===== config.mk =====
export PLATFORM = sky130hd
export DESIGN_NAME = fb_port_scheduler
export DESIGN_NICKNAME = d
export VERILOG_FILES = /design/src/rtl/fb_port_scheduler.sv
export SDC_FILE = /design/constraint.sdc
export NUM_CORES = 1
export LEC_CHECK = 0
export CAP_MARGIN = 20
export CORE_MARGIN = 5
export CORE_UTILIZATION = 30
export CTS_CLUSTER_SIZE = 16
export DETAILED_ROUTE_END_ITERATION = 8
export PLACE_DENSITY_LB_ADDON = 0.08
export SETUP_SLACK_MARGIN = 0.5
export SYNTH_ARGS = -nofsm -noshare
export SYNTH_HDL_FRONTEND = slang
export SYNTH_SLANG_ARGS = --single-unit

===== constraint.sdc =====
create_clock -name clk108 -period 4.5 [get_ports clk108]
set_input_delay 0.675 -clock clk108 [delete_from_list [all_inputs] [get_ports clk108]]
set_output_delay 0.675 -clock clk108 [all_outputs]
set_load 0.02 [all_outputs]

===== src/rtl/fb_port_scheduler.sv =====
// Frame-buffer port-A owner: arbitrates host/engine single-word accesses and sequences generations against frame-done.
// Grants are combinational. RAM drive is one cycle later, and reads return RD_LAT+1 cycles after grant. Requesters hold until granted.
module fb_port_scheduler #(
    parameter int RD_LAT         = 2,
    parameter int FRAMES_PER_GEN = 4
) (
    input  logic        clk108,
    input  logic        reset,
    input  logic        ready_sig,
    input  logic        run_en,
    input  logic        step,
    input  logic        host_req,
    input  logic        host_we,
    input  logic        host_bank,
    input  logic [15:0] host_addr,
    input  logic [19:0] host_wdata,
    output logic        host_gnt,
    output logic [19:0] host_rdata,
    output logic        host_rvalid,
    input  logic        eng_req,
    input  logic        eng_we,
    input  logic [15:0] eng_addr,
    input  logic [19:0] eng_wdata,
    output logic        eng_gnt,
    output logic [19:0] eng_rdata,
    output logic        eng_rvalid,
    output logic        eng_start,
    input  logic        eng_gen_done,
    output logic [16:0] ram_address_a,
    output logic [19:0] ram_data_a,
    output logic        ram_wren_a,
    input  logic [19:0] ram_q_a,
    output logic        disp_bank,
    output logic        busy,
    output logic [15:0] gen_count
);

    typedef enum logic [1:0] {IDLE, RUN, WAIT_SWAP} state_t;

    localparam logic [8:0] FPG9 = 9'(FRAMES_PER_GEN);

    state_t      state, state_nxt;
    logic        start_nxt;
    logic        swap;
    logic [7:0]  frame_cnt;
    logic        last_eng;
    logic        host_elig, eng_elig;
    logic        gnt_h, gnt_e;
    logic [RD_LAT:0] ret_vld, ret_eng;

    // Tie goes to whoever did not win the previous grant.
    always_comb begin
        host_elig = host_req && !reset;
        eng_elig  = eng_req && (state == RUN) && !reset;
        gnt_h     = host_elig && (!eng_elig || last_eng);
        gnt_e     = eng_elig && (!host_elig || !last_eng);
    end

    assign host_gnt    = gnt_h;
    assign eng_gnt     = gnt_e;
    assign host_rvalid = ret_vld[RD_LAT] && !ret_eng[RD_LAT];
    assign eng_rvalid  = ret_vld[RD_LAT] && ret_eng[RD_LAT];
    assign host_rdata  = ram_q_a;
    assign eng_rdata   = ram_q_a;
    assign busy        = (state != IDLE);

    always_ff @(posedge clk108 or posedge reset) begin
        if (reset) begin
            ram_address_a <= '0;
            ram_data_a    <= '0;
            ram_wren_a    <= 1'b0;
            last_eng      <= 1'b1;
            ret_vld       <= '0;
            ret_eng       <= '0;
        end else begin
            ret_vld <= {ret_vld[RD_LAT-1:0], (gnt_h && !host_we) || (gnt_e && !eng_we)};
            ret_eng <= {ret_eng[RD_LAT-1:0], gnt_e};
            if (gnt_h) begin
                ram_address_a <= {host_bank, host_addr};
                ram_data_a    <= host_wdata;
                ram_wren_a    <= host_we;
                last_eng      <= 1'b0;
            end else if (gnt_e) begin
                // Engine reads the displayed bank and writes the hidden one.
                ram_address_a <= {disp_bank ^ eng_we, eng_addr};
                ram_data_a    <= eng_wdata;
                ram_wren_a    <= eng_we;
                last_eng      <= 1'b1;
            end else begin
                ram_wren_a    <= 1'b0;
            end
        end
    end

    always_comb begin
        state_nxt = state;
        start_nxt = 1'b0;
        swap      = 1'b0;
        unique case (state)
            IDLE: begin
                if (run_en && ready_sig && (({1'b0, frame_cnt} + 9'd1) >= FPG9)) begin
                    state_nxt = RUN;
                    start_nxt = 1'b1;
                end else if (!run_en && step) begin
                    state_nxt = RUN;
                    start_nxt = 1'b1;
                end
            end
            RUN: begin
                if (eng_gen_done) state_nxt = WAIT_SWAP;
            end
            WAIT_SWAP: begin
                if (ready_sig) begin
                    state_nxt = IDLE;
                    swap      = 1'b1;
                end
            end
            default: state_nxt = IDLE;
        endcase
    end

    always_ff @(posedge clk108 or posedge reset) begin
        if (reset) begin
            state     <= IDLE;
            eng_start <= 1'b0;
            disp_bank <= 1'b0;
            gen_count <= '0;
            frame_cnt <= '0;
        end else begin
            state     <= state_nxt;
            eng_start <= start_nxt;
            if (swap) begin
                disp_bank <= ~disp_bank;
                gen_count <= gen_count + 16'd1;
                frame_cnt <= '0;
            end else if (ready_sig && (frame_cnt != 8'hFF)) begin
                frame_cnt <= frame_cnt + 8'd1;
            end
        end
    end

endmodule


Word-level counts from Yosys, hierarchy flattened
Index checks and enable logic that the tools add are counted.
- output and inout bits: 101
- flip-flop bits (word level): 73
- input bits: 103
- logic and storage cells: 72
- bitwise operators: 2
- magnitude comparators: 1
- add/subtract/negate cells: 3
- multiplexer cells: 20
- equal/unequal tests: 6
- reductions and logical operators: 29
- operator list (cell ; count):
    $mux 20 ; 2
    $mux 17 ; 2
    $add 16x1->16 const B ; 1
    $mux 8 ; 2
    $logic_and 1x1->1 ; 13
    $add 8x1->9 const B ; 1
    $ge 9x3->1 const B ; 1
    $mux 1 ; 9
    $add 8x1->8 const B ; 1
    $logic_not 1->1 ; 8
    $mux 2 ; 4
    $ne 8x8->1 const B ; 1
    $pmux 2 s3 ; 1
    $reduce_bool 2->1 ; 3
    $ne 2x2->1 const B ; 2
    $logic_or 1x1->1 ; 3
    $ne 3x3->1 const B ; 1
    $reduce_and 3->1 ; 1
    $eq 2x1->1 const B ; 1
    $eq 2x2->1 const B ; 1
    $logic_not 2->1 ; 1
    $not 1->1 ; 1
    $xor 1x1->1 ; 1

Longest topological paths before layout
- depth in word-level cells: 8
- gate-level depth with buffers: 7
- gate-level depth less buffers: 5

Worst setup path after synthesis
No wires, ideal clock.
- path type: input-to-output
- from: input port reset
- to: output port host_gnt
- data required time: 3825 ps
- cell stages on the path: 4
- path buffers: 2
- setup slack: 923 ps
- arrival: 2902 ps
- cell sequence: inv_1 > o211a_1 > buf_2 > buf_2
- word-level cells in the longest chain between the ends: 5
- ends and longest elaborated chain (element ; line ; RTL):
    start, declared ; 8 ; input logic reset,
    $logic_not 1->1 (no source line) * ; - ;
    $logic_and 1x1->1 ; 54 ; eng_elig = eng_req && (state == RUN) && !reset;
    $logic_not 1->1 ; 55 ; gnt_h = host_elig && (!eng_elig || last_eng);
    $logic_or 1x1->1 ; 55 ;
    $logic_and 1x1->1 * ; 55 ;
    end, declared ; 17 ; output logic host_gnt,
Mark *: on every way between the ends. The rest lies on a longest branch, timed or not.

Worst setup path in the final report
- from: input port eng_req
- to: output port eng_gnt
- word-level cells in the longest chain between the ends: 3
- ends and longest elaborated chain (element ; line ; RTL):
    start, declared ; 20 ; input logic eng_req,
    $logic_and 1x1->1 (2 in a row) ; 54 ;
    $logic_and 1x1->1 ; 56 ; gnt_e = eng_elig && (!host_elig || !last_eng);
    end, declared ; 24 ; output logic eng_gnt,
Every way passes these cells.

==> flow_summary.json <==
{
  "antenna_found_initial": 0,
  "crit_arrival_ns": 2.16,
  "endpoint_kind": "output pin",
  "maxCapViolations": 0,
  "num_vias": 2726,
  "fp.dieW_um": 120,
  "async_reset_ff_share_pct": 100,
  "slew_viol_final": 0,
  "dieArea_sq_um": 14500,
  "power.density_nw_per_um2": 554,
  "max_freq_mhz": 353,
  "crit_type": "input port to output pin",
  "fin_area_sq_um": 5230,
  "r2r_end": "ram_data_a[14]",
  "dieHeight_um": 120,
  "antenna-diode-count": 0,
  "fill_cells": 1127,
  "cts_hold_buf": 0,
  "row_count": 40,
  "wl_met1_um": 4060,
  "route.detailed.drc": 0,
  "rsz0062_at_grt": "false",
  "gp_congestion": 0.731,
  "cp_common_cell": "clkdlybuf4s50_1",
  "power_leakage_nw": 2.47,
  "ys_seq_area_share_pct": 50.1,
  "ys_warn_count": 0,
  "start_kind": "input port",
  "critical-path-max-stage-delay_ns": 0.64,
  "holdPathEnd": "ret_vld[1]",
  "wl_met2_um": 4650,
  "drt_pass1_iterations": 4,
  "netlist_instances": 320,
  "grt_start_max_net_pins": 74,
  "synth_edf_count": 0,
  "ir_drop_uv": 235,
  "worstRegToRegCells": 5,
  "clk_pin_slew_ns": 0.06,
  "regToRegSetupSlack_ns": 2.22,
  "highest_layer": "met4",
  "relSlewSlack_pct": 42.0,
  "overflow": 0,
  "skew_ns": 0.00547,
  "syn-num-nets": 425,
  "grt_pass1_wl_um": 15200,
  "cp.required_ns": 3.83,
  "nets": 527,
  "finalCriticalPeriod_ns": 2.83,
  "cts_resized": 0,
  "multi_input_area_sq_um": 1390,
  "synth_top_area_cell": "dfrtp_1",
  "met3_length_um": 827,
  "io_pins": 204,
  "avgSynthCellArea_sq_um": 11.4,
  "crit_family": "buffers and inverters",
  "synth_seq_cells": 73,
  "h-tree-depth": 3,
  "synth.most_common_cell": "dfrtp_1",
  "grt_pass1_vias": 2854,
  "start_util_pct": 30.5,
  "synth_top_area_share_pct": 49.4,
  "hold_path_class": "flop to flop",
  "p_total_mw": 2.90,
  "hold_path.startpoint": "ret_vld[0]",
  "fp.coreArea_sq_um": 12000,
  "tightest_slew_ns": 0.868,
  "wirelength_um": 9680,
  "outcome": "finished, final reports clean",
  "seq_area_sq_um": 1830,
  "setup_tns_ns": 0,
  "synthFlopType": "dfrtp_1",
  "final-setup-viol-count": 0,
  "yosys-top-cells-count": "72 x dfrtp_1, 42 x buf_4, 40 x a22o_1, 38 x a21o_1, 12 x xnor2_1",
  "synth.distinct_cells": 51,
  "hpwl_um": 6920,
  "area_delta_synth_final_pct": 43.4,
  "viasPerCell": 4.75,
  "ys_top_cells_by_area": "dfrtp_1 49%, a22o_1 9.6%, buf_4 8.6%, a21o_1 7.8%, xnor2_1 2.9%",
  "mappedNetlistArea_sq_um": 3650,
  "cts_tree": "yes",
  "min_path_cells": 0,
  "crit_chain": "clkdlybuf4s50_1 > nand3b_4 > a211oi_4 > clkdlybuf4s50_1",
  "drt_iter0_drc": 113,
  "path_max_fanout": 2,
  "track_usage_pct": 13.3,
  "clock-root-buffer": "clkbuf_16",
  "postCtsSetupRepairBufs": 0,
  "slowest_stage": "clkdlybuf4s50_1",
  "r2r-start": "state[1]",
  "port_buffers": 143,
  "cts_buffer_depth": 2,
  "finalHoldViolCount": 0,
  "drive_above_1_share_pct": 7.26,
  "insertion_delay_ns": 0.33,
  "cts.sinks": 73,
  "post-route-period-util_pct": 63.0,
  "place_area_sq_um": 4880,
  "cp.buffers_inverters": 2,
  "wl_per_cell_um": 16.9,
  "antenna_left": 0,
  "cts_buffers": 9
}
flip-flops by register name, summed over array words and instances (netlist names):
| register | count |
|---|---|
| disp_bank | 1 |
| eng_start | 1 |
| frame_cnt | 8 |
| gen_count | 16 |
| last_eng | 1 |
| ram_address_a | 17 |
| ram_data_a | 20 |
| ram_wren_a | 1 |
| ret_eng | 3 |
| ret_vld | 3 |
| state | 2 |
power breakdown:
part | internal, mW | total (mW) | switching (mW)
Clock | 0.485 | 0.765 | 0.280
Combinational | 0.574 | 1.10 | 0.525
Sequential | 0.866 | 1.04 | 0.169
Total | 1.93 | 2.90 | 0.974
metrics by stage:
step                setup WS, ns  utilization (%)  instances  hold slack [ns]
detailed placement          1.61             40.8        557            0.335
CTS                         1.66             43.5        573            0.350
global placement            1.67             40.8        557            0.334
finish                      1.67             43.7        574            0.348
floorplan                  0.923                -        320            0.331
global route                1.62             43.7        574            0.362
logic make-up after synthesis:
group / count (synthesis) / synth area share (%)
AOI/OAI and AO/OA: 99 / 21.7
muxes: 2 / 0.583
xor gates and xnor gates: 17 / 4.08
DFF: 73 / 50.1
and+or+nand+nor: 62 / 10.9
buffers and inverters: 65 / 12.0
adders and majority gates: 2 / 0.686
cell usage in the layout, fill, tap and decap left out, drive strengths merged, types with 2 or more instances in the layout:
cell / synthesis / final
a21oi: 5 / 5
a21o: 38 / 38
a211oi: 2 / 2
and3: 4 / 4
or3: 2 / 2
nor3: 2 / 2
and4: 2 / 2
nor2b: 3 / 3
clkdlybuf4s50: 0 / 143
dfrtp: 72 / 72
nor2: 11 / 11
nand2b: 3 / 3
inv: 9 / 9
nand3b: 4 / 4
buf: 54 / 4
o21ai: 4 / 4
nand4: 5 / 5
ha: 2 / 2
bufinv: 0 / 2
nand3: 7 / 7
xor2: 5 / 5
clkinv: 0 / 4
or4: 2 / 2
nand2: 11 / 11
xnor2: 12 / 12
a22o: 40 / 40
clkbuf: 2 / 9
worst max path at each step:
stage | startpoint | to | slack, ns | cells after the start
floorplan | reset | host_gnt | 0.92 | 4
global placement | eng_req | eng_gnt | 1.67 | 4
detailed placement | eng_req | ram_data_a[19] | 1.61 | 6
CTS | eng_req | eng_gnt | 1.66 | 4
global route | eng_req | eng_gnt | 1.62 | 4
finish | eng_req | eng_gnt | 1.67 | 4
cell type report:
class                      count  area share, %
multi-input combinational    182           26.5
clock inverter                 7           1.82
sequential                    73           34.9
clock buffer                   9           4.30
timing repair buffer         147           28.3
inverter                       9          0.646
tap                          147           3.52
worst register-to-register path, stage by stage, from the launching register on:
cell and delay, ns:
dfrtp_1 0.51, nand3b_4 0.24, o211a_1 0.23, buf_4 0.28, nor2_4 0.72, a21o_1 0.23
per-layer routing:
layer	vias to the layer above	track usage, %
met5	-	0
met1	1302	16.5
li1	1318	-
met4	0	4.46
met3	17	4.77
met2	89	21.5
Note: power is estimated with default switching activity, not from simulation.
